$ cat src/rtl/metadata_table_transmitter_pkg.sv
// Shared types and the constant record table for the metadata table transmitter.
// The live-field option (METADATA_LIVE_FIELD_EN) uses LIVE_POS and live_byte().
package metadata_pkg;

   typedef enum logic [2:0] {
      ST_IDLE,
      ST_FETCH,
      ST_SEND,
      ST_WAIT_ACK,
      ST_WAIT_IDLE,
      ST_DONE
   } state_e;

   localparam int TABLE_ENTRIES  = 2;
   localparam int TABLE_DEPTH    = 64;
   localparam int TABLE_ADDR_W   = 6;
   localparam int LEN_W          = 7;
   localparam int ENTRY_ID       = 0;
   localparam int ENTRY_METADATA = 1;

   localparam logic [7:0] LIVE_NONE = 8'hFF;

   localparam logic [7:0] ROM_INIT [TABLE_DEPTH] = '{
      8'h31, 8'h53, 8'h4C, 8'h4F, 8'h20, 8'h00, 8'h00, 8'h00,
      8'h08, 8'h21, 8'h00, 8'h00, 8'h20, 8'h00, 8'h23, 8'h05,
      8'hF5, 8'hE1, 8'h00, 8'h01, 8'h43, 8'h79, 8'h62, 8'h65,
      8'h72, 8'h73, 8'h71, 8'h75, 8'h69, 8'h64, 8'h00, 8'h02,
      8'h30, 8'h2E, 8'h31, 8'h00, 8'h03, 8'h30, 8'h2E, 8'h31,
      8'h00, 8'h00, 8'h00, 8'h00, 8'h00, 8'h00, 8'h00, 8'h00,
      8'h00, 8'h00, 8'h00, 8'h00, 8'h00, 8'h00, 8'h00, 8'h00,
      8'h00, 8'h00, 8'h00, 8'h00, 8'h00, 8'h00, 8'h00, 8'h00
   };

   localparam logic [TABLE_ADDR_W-1:0] START [TABLE_ENTRIES] = '{6'd0, 6'd4};
   localparam logic [LEN_W-1:0]        LEN   [TABLE_ENTRIES] = '{7'd4, 7'd37};
   // LIVE_POS marks the tag byte of the live field; its four value bytes follow it.
   localparam logic [7:0]              LIVE_POS [TABLE_ENTRIES] = '{LIVE_NONE, 8'd5};

   function automatic logic [7:0] live_byte(input logic [31:0] value, input logic [1:0] idx);
      logic [7:0] b;
      case (idx)
         2'd0:    b = value[31:24];
         2'd1:    b = value[23:16];
         2'd2:    b = value[15:8];
         2'd3:    b = value[7:0];
         default: b = 8'h00;
      endcase
      return b;
   endfunction

endpackage

$ cat src/rtl/metadata_table_transmitter_if.sv
// Host command and serial byte bus of the metadata table transmitter.
interface metadata_table_transmitter_if #(
   parameter int ENTRY_W = 2
);
   logic               run;
   logic [ENTRY_W-1:0] entry;
   logic               abort;
   logic [31:0]        live_value;
   logic               serial_output_active;
   logic               serial_output_valid;
   logic [7:0]         serial_output_data;
   logic               busy;
   logic               finished;
   logic               error;

   modport master (
      output run, entry, abort, live_value, serial_output_active,
      input  serial_output_valid, serial_output_data, busy, finished, error
   );

   modport slave (
      input  run, entry, abort, live_value, serial_output_active,
      output serial_output_valid, serial_output_data, busy, finished, error
   );
endinterface

$ cat src/rtl/metadata_table_transmitter_rom.sv
// Constant record table with a registered, one-cycle-latency read port.
module metadata_rom
   import metadata_pkg::*;
#(
   parameter int DEPTH  = 64,
   parameter int ADDR_W = 6
) (
   input  logic              clock,
   input  logic [ADDR_W-1:0] addr_i,
   output logic [7:0]        data_o
);
   logic [7:0] data_q;

   // No reset on the read register so the table can map onto block RAM.
   always_ff @(posedge clock) begin
      if (int'(addr_i) < DEPTH) begin
         data_q <= ROM_INIT[addr_i];
      end else begin
         data_q <= 8'h00;
      end
   end

   assign data_o = data_q;
endmodule

$ cat src/rtl/metadata_table_transmitter.sv
// Streams one table record byte-by-byte to the serial transmitter with a per-byte handshake.
// Optional build macro METADATA_LIVE_FIELD_EN splices a latched runtime word into a record.
module metadata_table_transmitter
   import metadata_pkg::*;
#(
   parameter int NUM_ENTRIES = 2,
   parameter int ENTRY_W     = 2,
   parameter int ROM_DEPTH   = 64,
   parameter int ADDR_W      = 6
) (
   input logic                         clock,
   input logic                         reset,
   metadata_table_transmitter_if.slave bus
);
   logic [ENTRY_W-1:0] entry_s;
   logic               entry_ok_s;
   logic [ADDR_W-1:0]  entry_start_s;
   logic [LEN_W-1:0]   entry_len_s;
   logic [7:0]         entry_live_pos_s;
   logic               accept_s;
   logic [7:0]         rom_data_s;
   logic [7:0]         tx_byte_s;

   state_e             state_q, state_d;
   logic [ADDR_W-1:0]  addr_q, addr_d;
   logic [LEN_W-1:0]   count_q, count_d;
   logic               valid_q, valid_d;
   logic [7:0]         data_q, data_d;
   logic               busy_q, busy_d;
   logic               finished_q, finished_d;
   logic               error_q, error_d;

   assign entry_s  = bus.entry;
   assign accept_s = (state_q == ST_IDLE) && bus.run && !bus.abort;

   // Table lookup; selects at or beyond NUM_ENTRIES leave entry_ok_s low.
   always_comb begin
      entry_ok_s       = 1'b0;
      entry_start_s    = '0;
      entry_len_s      = '0;
      entry_live_pos_s = LIVE_NONE;
      for (int i = 0; i < NUM_ENTRIES && i < TABLE_ENTRIES; i++) begin
         entry_ok_s       = entry_ok_s | (entry_s == ENTRY_W'(i));
         entry_start_s    = entry_start_s | ((entry_s == ENTRY_W'(i)) ? ADDR_W'(START[i]) : '0);
         entry_len_s      = entry_len_s | ((entry_s == ENTRY_W'(i)) ? LEN[i] : '0);
         entry_live_pos_s = (entry_s == ENTRY_W'(i)) ? LIVE_POS[i] : entry_live_pos_s;
      end
   end

   // The ROM is addressed with the next address so data is ready during FETCH.
   metadata_rom #(
      .DEPTH  (ROM_DEPTH),
      .ADDR_W (ADDR_W)
   ) u_rom (
      .clock  (clock),
      .addr_i (addr_d),
      .data_o (rom_data_s)
   );

`ifdef METADATA_LIVE_FIELD_EN
   logic [31:0]       live_q;
   logic [ADDR_W-1:0] start_q;
   logic [7:0]        live_pos_q;
   logic [7:0]        live_rel_s;

   // Capture the runtime word and record geometry on run acceptance.
   always_ff @(posedge clock) begin
      if (reset) begin
         live_q     <= 32'h0000_0000;
         start_q    <= '0;
         live_pos_q <= LIVE_NONE;
      end else if (accept_s && entry_ok_s) begin
         live_q     <= bus.live_value;
         start_q    <= entry_start_s;
         live_pos_q <= entry_live_pos_s;
      end else begin
         live_q     <= live_q;
         start_q    <= start_q;
         live_pos_q <= live_pos_q;
      end
   end

   // Negative offsets wrap to large values and fall outside the 4-byte window.
   always_comb begin
      live_rel_s = 8'(addr_q - start_q) - live_pos_q - 8'd1;
      if ((live_pos_q != LIVE_NONE) && (live_rel_s < 8'd4)) begin
         tx_byte_s = live_byte(live_q, live_rel_s[1:0]);
      end else begin
         tx_byte_s = rom_data_s;
      end
   end
`else
   assign tx_byte_s = rom_data_s;
`endif

   // Valid is registered: it rises on the FETCH->SEND edge, so SEND is the strobe cycle.
   always_comb begin
      state_d    = state_q;
      addr_d     = addr_q;
      count_d    = count_q;
      valid_d    = 1'b0;
      data_d     = data_q;
      busy_d     = busy_q;
      finished_d = 1'b0;
      error_d    = 1'b0;
      if (bus.abort && (state_q != ST_IDLE)) begin
         state_d = ST_IDLE;
         busy_d  = 1'b0;
      end else begin
         case (state_q)
            ST_IDLE: begin
               if (accept_s && entry_ok_s) begin
                  busy_d = 1'b1;
                  addr_d = entry_start_s;
                  if (entry_len_s == '0) begin
                     count_d    = '0;
                     finished_d = 1'b1;
                     state_d    = ST_DONE;
                  end else begin
                     count_d = entry_len_s - 7'd1;
                     state_d = ST_FETCH;
                  end
               end else if (accept_s) begin
                  error_d = 1'b1;
               end else begin
                  state_d = ST_IDLE;
               end
            end
            ST_FETCH: begin
               if (!bus.serial_output_active) begin
                  valid_d = 1'b1;
                  data_d  = tx_byte_s;
                  state_d = ST_SEND;
               end else begin
                  state_d = ST_FETCH;
               end
            end
            ST_SEND: begin
               state_d = ST_WAIT_ACK;
            end
            ST_WAIT_ACK: begin
               if (bus.serial_output_active) begin
                  state_d = ST_WAIT_IDLE;
               end else begin
                  state_d = ST_WAIT_ACK;
               end
            end
            ST_WAIT_IDLE: begin
               if (bus.serial_output_active) begin
                  state_d = ST_WAIT_IDLE;
               end else if (count_q != '0) begin
                  addr_d  = addr_q + ADDR_W'(1);
                  count_d = count_q - 7'd1;
                  state_d = ST_FETCH;
               end else begin
                  finished_d = 1'b1;
                  state_d    = ST_DONE;
               end
            end
            ST_DONE: begin
               busy_d  = 1'b0;
               state_d = ST_IDLE;
            end
            default: begin
               busy_d  = 1'b0;
               state_d = ST_IDLE;
            end
         endcase
      end
   end

   // State, counters and registered outputs.
   always_ff @(posedge clock) begin
      if (reset) begin
         state_q    <= ST_IDLE;
         addr_q     <= '0;
         count_q    <= '0;
         valid_q    <= 1'b0;
         data_q     <= 8'h00;
         busy_q     <= 1'b0;
         finished_q <= 1'b0;
         error_q    <= 1'b0;
      end else begin
         state_q    <= state_d;
         addr_q     <= addr_d;
         count_q    <= count_d;
         valid_q    <= valid_d;
         data_q     <= data_d;
         busy_q     <= busy_d;
         finished_q <= finished_d;
         error_q    <= error_d;
      end
   end

   assign bus.serial_output_valid = valid_q;
   assign bus.serial_output_data  = data_q;
   assign bus.busy                = busy_q;
   assign bus.finished            = finished_q;
   assign bus.error               = error_q;
endmodule

$ cat src/flat_wrapper.sv
// flat-port wrapper written by rule: the top's interface ports become plain ports
module metadata_table_transmitter_flat import metadata_pkg::*;
#(
   parameter int NUM_ENTRIES = 2,
   parameter int ENTRY_W     = 2,
   parameter int ROM_DEPTH   = 64,
   parameter int ADDR_W      = 6
)
  (clock, reset, bus_run, bus_entry, bus_abort, bus_live_value, bus_serial_output_active, bus_serial_output_valid, bus_serial_output_data, bus_busy, bus_finished, bus_error);
  metadata_table_transmitter_if #(.ENTRY_W(ENTRY_W)) bus_i ();
  input logic clock;
  input logic reset;
  input wire logic [$bits(bus_i.run)-1:0] bus_run;
  input wire logic [$bits(bus_i.entry)-1:0] bus_entry;
  input wire logic [$bits(bus_i.abort)-1:0] bus_abort;
  input wire logic [$bits(bus_i.live_value)-1:0] bus_live_value;
  input wire logic [$bits(bus_i.serial_output_active)-1:0] bus_serial_output_active;
  output wire logic [$bits(bus_i.serial_output_valid)-1:0] bus_serial_output_valid;
  output wire logic [$bits(bus_i.serial_output_data)-1:0] bus_serial_output_data;
  output wire logic [$bits(bus_i.busy)-1:0] bus_busy;
  output wire logic [$bits(bus_i.finished)-1:0] bus_finished;
  output wire logic [$bits(bus_i.error)-1:0] bus_error;
  assign bus_i.run = bus_run;
  assign bus_i.entry = bus_entry;
  assign bus_i.abort = bus_abort;
  assign bus_i.live_value = bus_live_value;
  assign bus_i.serial_output_active = bus_serial_output_active;
  assign bus_serial_output_valid = bus_i.serial_output_valid;
  assign bus_serial_output_data = bus_i.serial_output_data;
  assign bus_busy = bus_i.busy;
  assign bus_finished = bus_i.finished;
  assign bus_error = bus_i.error;
  metadata_table_transmitter #(.NUM_ENTRIES(NUM_ENTRIES), .ENTRY_W(ENTRY_W), .ROM_DEPTH(ROM_DEPTH), .ADDR_W(ADDR_W)) u_core (.clock(clock), .reset(reset), .bus(bus_i));
endmodule
$ cat config.mk
export PLATFORM = sky130hd
export DESIGN_NAME = metadata_table_transmitter_flat
export DESIGN_NICKNAME = d
export VERILOG_FILES = /design/src/rtl/metadata_table_transmitter_pkg.sv /design/src/rtl/metadata_table_transmitter_if.sv /design/src/rtl/metadata_table_transmitter_rom.sv /design/src/rtl/metadata_table_transmitter.sv /design/src/flat_wrapper.sv
export SDC_FILE = /design/constraint.sdc
export NUM_CORES = 1
export LEC_CHECK = 0
export CORE_MARGIN = 5
export CORE_UTILIZATION = 49
export CTS_BUF_LIST = sky130_fd_sc_hd__clkbuf_4
export CTS_CLUSTER_DIAMETER = 50
export DETAILED_ROUTE_END_ITERATION = 7
export GPL_ROUTABILITY_DRIVEN = 0
export PLACE_DENSITY = 0.82
export SYNTH_ARGS = -nofsm -noshare
export SYNTH_HDL_FRONTEND = slang
export SYNTH_SLANG_ARGS = --single-unit
$ cat constraint.sdc
create_clock -name clock -period 3.9 [get_ports clock]
set_input_delay 0.78 -clock clock [delete_from_list [all_inputs] [get_ports clock]]
set_output_delay 0.78 -clock clock [all_outputs]
set_load 0.03 [all_outputs]
==> results.json, run 1 <==
{
  "synth_edf_count": 0,
  "drive_above_1_share_pct": 11.28,
  "cts-root-buf": "clkbuf_4",
  "synth_cell_types": 61,
  "viasPerCell": 6.044,
  "initial_core_util_pct": 49.68,
  "worst_pin_slew_ns": 0.9919,
  "antenna_left": 0,
  "path_delay_family": "simple AND/OR/NAND/NOR gates",
  "pre_cts_ws_ns": 0.2832,
  "io_pins": 51,
  "maxCapViolCount": 0,
  "p_sw_share_pct": 24.61,
  "pwr-share-clk_pct": 35.8,
  "hpwl_um": 3149,
  "htree_levels": 2,
  "hold_path_end": "u_core.bus.serial_output_data[5]",
  "r2r_cells": 12,
  "wl_um": 4587,
  "ys.flop_type": "dfxtp_1",
  "worstPathArrival_ns": 3.49,
  "areaGrowthSynthToFinish_pct": 11.58,
  "core_region_area_um2": 4264,
  "drt_iter0_drc": 146,
  "pwr-share-comb_pct": 10.9,
  "hold_viol": 0,
  "cts_tree": "built",
  "power.leakage_nw": 0.9111,
  "cpPeakStageDelay_ns": 0.57,
  "worstHoldPathCells": 2,
  "grt_use_total_pct": 17.15,
  "numCtsBuffers": 5,
  "die_w_um": 75.75,
  "finClkSkew_ns": 0.005691,
  "synthCells": 256,
  "nets": 310,
  "fin_crit_ns": 3.289,
  "setup_viol": 0,
  "intPower_uw": 541.2,
  "diodes": 0,
  "vias": 1922,
  "crit_fanout": 10,
  "synth_seq_cells": 36,
  "vdd_drop_max_uv": 112.5,
  "fillerInstances": 386,
  "fmax_ghz": 0.3040,
  "start_kind": "input pin",
  "cts_resized": 0,
  "whs_ns": 0.4752,
  "endpoint_kind": "flop",
  "synth_area_per_cell_um2": 8.275,
  "cts.hold.buffers_added": 0,
  "crit_required_ns": 4.10,
  "slowest_stage": "or4b_1",
  "critical_path_class": "input pin to flop",
  "p_per_area_nw_per_um2": 303.8,
  "insertion_delay_ns": 0.34,
  "grt_antenna_before_repair": 0,
  "first_pass_iters": 4,
  "critPathBufInv": 1,
  "grt_pass1_wl_um": 7755,
  "cpMostUsedCell": "nor2_1",
  "clk_pin_slew_ns": 0.11,
  "slew_headroom_pct": 33.66,
  "portBuffers": 18,
  "setup_slack_ns": 0.6105,
  "gr-total-overflow": 0,
  "synth_async_sr_flop_share_pct": 0,
  "p_seq_share_pct": 53.3,
  "r2r_slack_ns": 0.98,
  "netSwitchingPower_uw": 176.7,
  "cts.sinks": 36,
  "rr_startpoint": "u_core.count_q[0]",
  "hp-start": "u_core.u_rom.data_o[5]",
  "rows": 24,
  "rsz0062_at_grt": "false",
  "tns_ns": 0,
  "cts_max_path_buffers": 2,
  "r2r_end": "u_core.u_rom.data_o[4]",
  "synth_area_um2": 2118,
  "path_cells": "clkdlybuf4s50_1, or4b_1, a211oi_2, nor2_1, a21o_1, ha_1, nor2_1, nor2_1, a21oi_1, o221ai_1",
  "yosysWarnings": 0,
  "status": "completed",
  "wl_per_cell_um": 14.42,
  "die_h_um": 75.75,
  "dieArea_um2": 5738,
  "grt_max_degree": 28,
  "finalCritPeriodShare_pct": 84.35,
  "seq_area_frac_synth_pct": 34.02,
  "syn_nets": 301,
  "hold_path.class": "flop to flop",
  "grt_pass1_vias": 1744,
  "post_cts_buffers": 0,
  "slew_viol_final": 0,
  "drc": 0
}
cells in the final DEF (no fill, tap or decap), types with 3 or more instances in the layout:
cell,count
nor2_1,37
dfxtp_1,36
a21oi_1,18
clkdlybuf4s50_1,18
nand2_1,14
nor3_1,13
o21ai_0,13
nand3_1,10
mux2i_1,10
buf_4,7
ha_1,6
clkbuf_4,5
nor4_1,4
inv_1,3
nor2b_1,3
nand4b_1,3
or2_2,3
a22oi_1,3
a211oi_1,3
o22ai_1,3
per-layer routing:
layer,up-vias,GRT usage (%),wire (um)
met5,-,0,0
met4,0,8.350,106
met3,8,2.507,330
met2,81,26.14,2079
met1,887,23.56,2070
li1,946,-,-
worst min-delay path, cell delays in order, from the launching register on:
cell     delay [ns]
dfxtp_1        0.32
mux2i_1        0.05
nor2_1         0.07
per-stage QoR:
step                      utilization (%)  area, um^2  cells  total power [mW]
final                               55.43        2364    318            0.7180
after global routing                55.43        2364    318            0.7534
after CTS                           55.43        2364    318            0.7290
after detailed placement            53.55        2283    310            0.4683
after global placement              53.55        2283    310            0.4672
after floorplan                         -        2118    256            0.4507
flip-flops by register name (all words and copies together) (netlist names):
register / count
u_core.u_rom.data_o: 8
u_core.bus.serial_output_valid: 1
u_core.bus.busy: 1
u_core.bus.serial_output_data: 8
u_core.count_q: 7
u_core.state_q: 3
u_core.bus.finished: 1
u_core.addr_q: 6
u_core.bus.error: 1
synthesized netlist by cell type, types with 3 or more instances:
master	count	area share, %
nor2_1	37	6.6
dfxtp_1	36	34
a21oi_1	18	4.3
nand2_1	14	2.5
nor3_1	13	3.1
o21ai_0	13	3.1
clkbuf_1	11	1.9
mux2i_1	10	4.7
nand3_1	10	2.4
ha_1	6	3.5
buf_2	4	0.95
buf_6	4	2.1
nor4_1	4	1.2
a211oi_1	3	1.1
a22oi_1	3	1.1
buf_4	3	1.1
inv_1	3	0.53
nand4b_1	3	1.2
nor2b_1	3	0.89
o22ai_1	3	0.89
or2_2	3	0.89
cell type report:
type                            count  area [um^2]  area share, %
Tap cell                           52        65.06          2.753
Clock inverter                      3        42.54          1.800
Timing Repair Buffer               25        232.7          9.846
Sequential cell                    36        720.7          30.49
Multi-Input combinational cell    193         1250          52.89
Clock buffer                        5        37.54          1.588
Inverter                            4        15.01         0.6353
power groups by stage:
| stage | registers, mW | logic (mW) | clock network, mW |
|---|---|---|---|
| 2_1_floorplan | 0.392 | 0.0586 | 0 |
| 3_3_place_gp | 0.391 | 0.0765 | 0 |
| 3_5_place_dp | 0.391 | 0.0770 | 0 |
| 4_1_cts | 0.383 | 0.0775 | 0.269 |
| 5_1_grt | 0.384 | 0.0861 | 0.283 |
| 6_report | 0.383 | 0.0779 | 0.257 |
cells by family after synthesis:
group                      count (synthesis)  share of synthesized area [%]
and+or+nand+nor                          102                          24.57
adders and majority gates                  6                          3.544
DFF                                       36                          34.02
buffers and inverters                     27                          6.969
xor gates and xnor gates                   4                          1.654
AOI/OAI and AO/OA                         68                          22.74
muxes                                     13                          6.497
worst max path at each step:
stage,start,to,slack (ns),cells after the start
after global routing,bus_abort,u_core.u_rom.data_o[0],0.44,9
after CTS,bus_abort,u_core.u_rom.data_o[0],0.64,9
after global placement,bus_abort,u_core.u_rom.data_o[0],0.33,9
final,bus_abort,u_core.u_rom.data_o[4],0.61,10
after floorplan,bus_abort,u_core.u_rom.data_o[0],0.78,12
after detailed placement,bus_abort,u_core.u_rom.data_o[0],0.28,9
Power figures use the tool's default switching activity.
==> inputs of run 2 (changes only) <==
Settings changed: CORE_UTILIZATION 49 to 46, PLACE_DENSITY 0.82 to 0.81.
Clock period 3.9 ns to 2.74 ns, I/O delays scaled along.
==> results.json, run 2 (synthesis gave the netlist of run 1 again) <==
{
  "wl_per_cell_um": 15.73,
  "io_pins": 51,
  "insertion_delay_ns": 0.36,
  "dieArea_um2": 6062,
  "hold_path.class": "flop to flop",
  "r2r_end": "u_core.u_rom.data_o[0]",
  "use_met1_pct": 25.25,
  "portBuffers": 18,
  "critical_path_class": "input pin to flop",
  "endpoint_kind": "flop",
  "areaGrowthSynthToFinish_pct": 30.77,
  "tns_ns": 0,
  "r2r_cells": 11,
  "drive_above_1_share_pct": 27.10,
  "rows": 24,
  "top_usage_layer": "met2",
  "rr_startpoint": "u_core.count_q[0]",
  "hpwl_um": 4056,
  "cts_max_path_buffers": 2,
  "finClkSkew_ns": 0.004438,
  "grtUsageMet3_pct": 2.662,
  "slew_headroom_pct": 56.42,
  "hold_path_end": "u_core.bus.serial_output_data[1]",
  "wl_um": 5696,
  "fmax_ghz": 0.3832,
  "p_seq_share_pct": 50.9,
  "use_met2_pct": 30.22,
  "pre_cts_ws_ns": -0.4351,
  "vdd_drop_max_uv": 185.9,
  "nets": 354,
  "pwr-share-clk_pct": 35.9,
  "htree_levels": 2,
  "core_region_area_um2": 4414,
  "setup_slack_ns": 0.1303,
  "diodes": 0,
  "die_w_um": 77.86,
  "grt_pass1_wl_um": 9321,
  "grt_pass1_vias": 1962,
  "slew_viol_final": 0,
  "antenna_left": 0,
  "die_h_um": 77.86,
  "gr-total-overflow": 0,
  "initial_core_util_pct": 47.99,
  "clk_pin_slew_ns": 0.12,
  "hold_viol": 0,
  "status": "completed",
  "maxCapViolCount": 0,
  "grt_use_total_pct": 18.77,
  "p_sw_share_pct": 26.34,
  "r2r_slack_ns": 0.18,
  "numCtsBuffers": 5,
  "drt_iter0_drc": 197,
  "first_pass_iters": 5,
  "worstHoldPathCells": 2,
  "final_cell_mix": "buf_4, nor2_1, dfxtp_1, a21oi_1, clkdlybuf4s50_1",
  "crit_fanout": 7,
  "power.leakage_nw": 1.153,
  "finalCritPeriodShare_pct": 95.25,
  "vias": 2183,
  "setup_viol": 0,
  "netSwitchingPower_uw": 282.5,
  "worstPathArrival_ns": 2.88,
  "layout_commonest_cell": "buf_4",
  "worst_pin_slew_ns": 0.6519,
  "grt_max_degree": 24,
  "drc": 0,
  "viasPerCell": 6.030,
  "crit_required_ns": 3.01,
  "cts-root-buf": "clkbuf_4",
  "grt_antenna_before_repair": 0,
  "intPower_uw": 789.8,
  "p_per_area_nw_per_um2": 387.1,
  "cts.sinks": 36,
  "fin_crit_ns": 2.610,
  "hp-start": "u_core.u_rom.data_o[1]",
  "pwr-share-comb_pct": 13.2,
  "cts_tree": "built",
  "start_kind": "input pin"
}
-- run 2: cell count changes in the layout (fill, tap and decap cells not counted), moves of 2 or more --
| cell | change |
|---|---|
| nor3_2 | +2 |
| ha_1 | -2 |
| buf_4 | +43 |
| nor3_1 | -2 |
-- run 2: how the worst max path moves through the flow --
stage	start	end	cells past startpoint
3_5_place_dp	bus_abort	u_core.u_rom.data_o[1]	9
2_1_floorplan	bus_abort	u_core.u_rom.data_o[2]	12
6_report	bus_abort	u_core.u_rom.data_o[1]	9
5_1_grt	bus_abort	u_core.u_rom.data_o[0]	11
3_3_place_gp	bus_abort	u_core.u_rom.data_o[1]	9
4_1_cts	bus_abort	u_core.u_rom.data_o[6]	11
-- run 2: critical path: stages --
cell and delay (ns):
clkdlybuf4s50_1 0.42, or4b_4 0.60, a211oi_4 0.23, nor2_1 0.10, a21o_4 0.22, ha_2 0.24, nor2_1 0.14, o221ai_1 0.13
a31o_1 0.24
-- run 2: routing by layer --
| metal | vias to the layer above | wire length, um |
|---|---|---|
| met5 | - | 0 |
| met4 | 0 | 121 |
| met3 | 20 | 430 |
| met2 | 101 | 2827 |
| met1 | 1023 | 2316 |
| li1 | 1039 | - |
-- run 2: power by group through the flow --
stage	combinational (mW)	clock (mW)	sequential, mW
floorplan	0.0866	0	0.558
global placement	0.133	0	0.556
detailed placement	0.137	0	0.557
CTS	0.138	0.388	0.545
global route	0.154	0.410	0.547
finish	0.141	0.385	0.546
-- run 2: layout make-up --
type / instances / area [um^2]
Clock buffer: 5 / 37.54
Tap cell: 52 / 65.06
Timing Repair Buffer: 69 / 575.6
Fill cell: 355 / 1644
Inverter: 4 / 15.01
Multi-Input combinational cell: 193 / 1314
Sequential cell: 36 / 720.7
Clock inverter: 3 / 42.54
-- run 2: timing repair --
item	4_1_cts	5_1_grt
gates resized for setup	2	6
hold buffers	0	0
buffers inserted	0	0
endpoints found under the setup margin	6	7
-- run 2: metrics by stage --
| step | util, % | hold WS (ns) | std cells | instance area (um^2) | power (mW) |
|---|---|---|---|---|---|
| finish | 62.76 | 0.4763 | 362 | 2770 | 1.072 |
| floorplan | - | 0.4365 | 256 | 2183 | 0.6448 |
| detailed placement | 60.15 | 0.4517 | 354 | 2655 | 0.6932 |
| global route | 62.76 | 0.5017 | 362 | 2770 | 1.112 |
| CTS | 62.22 | 0.4799 | 362 | 2746 | 1.071 |
| global placement | 60.15 | 0.4411 | 354 | 2655 | 0.6892 |
==> inputs of run 3 (changes only) <==
Settings changed: MAX_ROUTING_LAYER from default to met4.
==> results.json, run 3 (synthesis gave the netlist of run 1 again) <==
{
  "critPathBufInv": 1,
  "diodes": 0,
  "grt_pass1_wl_um": 9315,
  "cpPeakStageDelay_ns": 0.60,
  "slowest_stage": "or4b_4",
  "dieArea_um2": 6062,
  "setup_slack_ns": 0.1404,
  "highest_layer": "met4",
  "slew_headroom_pct": 57.82,
  "insertion_delay_ns": 0.36,
  "finClkSkew_ns": 0.004141,
  "cts_max_path_buffers": 2,
  "wl_um": 5705,
  "grt_antenna_before_repair": 0,
  "drive_above_1_share_pct": 27.10,
  "grt_max_degree": 24,
  "wl_met3_um": 446,
  "drt_iter0_drc": 212,
  "layout_commonest_cell": "buf_4",
  "hold_path.class": "flop to flop",
  "first_pass_iters": 5,
  "fmax_ghz": 0.3847,
  "htree_levels": 2,
  "final_cell_mix": "buf_4, nor2_1, dfxtp_1, a21oi_1, clkdlybuf4s50_1",
  "crit_required_ns": 3.01,
  "hold_viol": 0,
  "clk_pin_slew_ns": 0.11,
  "worstPathArrival_ns": 2.87,
  "start_kind": "input pin",
  "initial_core_util_pct": 47.99,
  "rows": 24,
  "rr_startpoint": "u_core.count_q[0]",
  "slew_viol_final": 0,
  "tns_ns": 0,
  "endpoint_kind": "flop",
  "nets": 354,
  "cts.sinks": 36,
  "cts-root-buf": "clkbuf_4",
  "gr-total-overflow": 0,
  "crit_fanout": 7,
  "r2r_slack_ns": 0.19,
  "setup.worst_path.end": "u_core.u_rom.data_o[1]",
  "met1Wirelength_um": 2320,
  "die_h_um": 77.86,
  "numCtsBuffers": 5,
  "critical_path_class": "input pin to flop",
  "r2r_end": "u_core.u_rom.data_o[0]",
  "pre_cts_ws_ns": -0.4351,
  "wl_per_cell_um": 15.76,
  "io_pins": 51,
  "worst_pin_slew_ns": 0.6310,
  "fin_crit_ns": 2.600,
  "cts.hold.buffers_added": 0,
  "cts_tree": "built",
  "path_cells": "clkdlybuf4s50_1, or4b_4, a211oi_4, nor2_1, a21o_4, ha_2, nor2_1, o221ai_1, a31o_1",
  "p_per_area_nw_per_um2": 387.1,
  "areaGrowthSynthToFinish_pct": 30.77,
  "grt_pass1_vias": 1966,
  "met2_length_um": 2795,
  "r2r_cells": 11,
  "vias": 2196,
  "crit_start": "bus_abort",
  "die_w_um": 77.86,
  "viasPerCell": 6.066,
  "status": "completed",
  "cpMostUsedCell": "nor2_1",
  "critical_path_cell_count": 9,
  "setup_viol": 0,
  "power.leakage_nw": 1.153,
  "hpwl_um": 4056,
  "portBuffers": 18,
  "antenna_left": 0,
  "maxCapViolCount": 0,
  "path_delay_family": "simple AND/OR/NAND/NOR gates",
  "drc": 0,
  "grt_use_total_pct": 19.33,
  "finalCritPeriodShare_pct": 94.88,
  "core_region_area_um2": 4414,
  "vdd_drop_max_uv": 185.9,
  "finalPower_mw": 1.072
}
[run 3: cell counts in the layout (fill, tap and decap cells not counted)]
Identical to the previous run, type by type.
[run 3: worst register-to-register path, cell delays in order (launching register included)]
cell and delay, ns:
dfxtp_1 0.41, inv_1 0.06, ha_1 0.23, nor2b_2 0.19, a21oi_1 0.28, o21ai_2 0.12
a22o_4 0.28, buf_4 0.14, buf_4 0.14, nor4_2 0.24, a31oi_1 0.07, a41o_1 0.27
[run 3: final cells by class]
class	instances	area, um^2
Inverter	4	15.01
Fill cell	355	1644
Clock buffer	5	37.54
Clock inverter	3	42.54
Timing Repair Buffer	69	575.6
Multi-Input combinational cell	193	1314
Sequential cell	36	720.7
Tap cell	52	65.06
[run 3: what timing repair did]
| item | CTS | global route |
|---|---|---|
| resized for setup | 2 | 6 |
| endpoints found under the setup margin | 6 | 7 |
| setup buffers | 0 | 0 |
[run 3: how the worst min path moves through the flow]
stage	slack (ns)	cells after the start	to	start
global route	0.50	2	u_core.bus.serial_output_data[1]	u_core.u_rom.data_o[1]
floorplan	0.44	2	u_core.bus.serial_output_data[0]	u_core.u_rom.data_o[0]
detailed placement	0.45	2	u_core.bus.serial_output_data[1]	u_core.u_rom.data_o[1]
global placement	0.44	2	u_core.bus.serial_output_data[1]	u_core.u_rom.data_o[1]
finish	0.47	2	u_core.bus.serial_output_data[1]	u_core.u_rom.data_o[1]
CTS	0.48	2	u_core.bus.serial_output_data[1]	u_core.u_rom.data_o[1]
[run 3: power breakdown]
| part | internal (mW) | switching, mW |
|---|---|---|
| clock | 0.190 | 0.195 |
| combinational | 0.0656 | 0.0761 |
| sequential | 0.534 | 0.0112 |
| total | 0.790 | 0.283 |
[run 3: stage by stage]
stage | area, um^2 | hold WS, ns | std cells | utilization (%)
after floorplan | 2183 | 0.4365 | 256 | -
after global placement | 2655 | 0.4411 | 354 | 60.15
after detailed placement | 2655 | 0.4517 | 354 | 60.15
after CTS | 2746 | 0.4799 | 362 | 62.22
after global routing | 2770 | 0.5015 | 362 | 62.76
final | 2770 | 0.4726 | 362 | 62.76
[run 3: layer usage]
| layer | up-vias | track usage (%) |
|---|---|---|
| li1 | 1042 | - |
| met1 | 1027 | 25.18 |
| met2 | 108 | 30.30 |
| met3 | 19 | 2.662 |
| met4 | 0 | 7.216 |
| met5 | - | - |
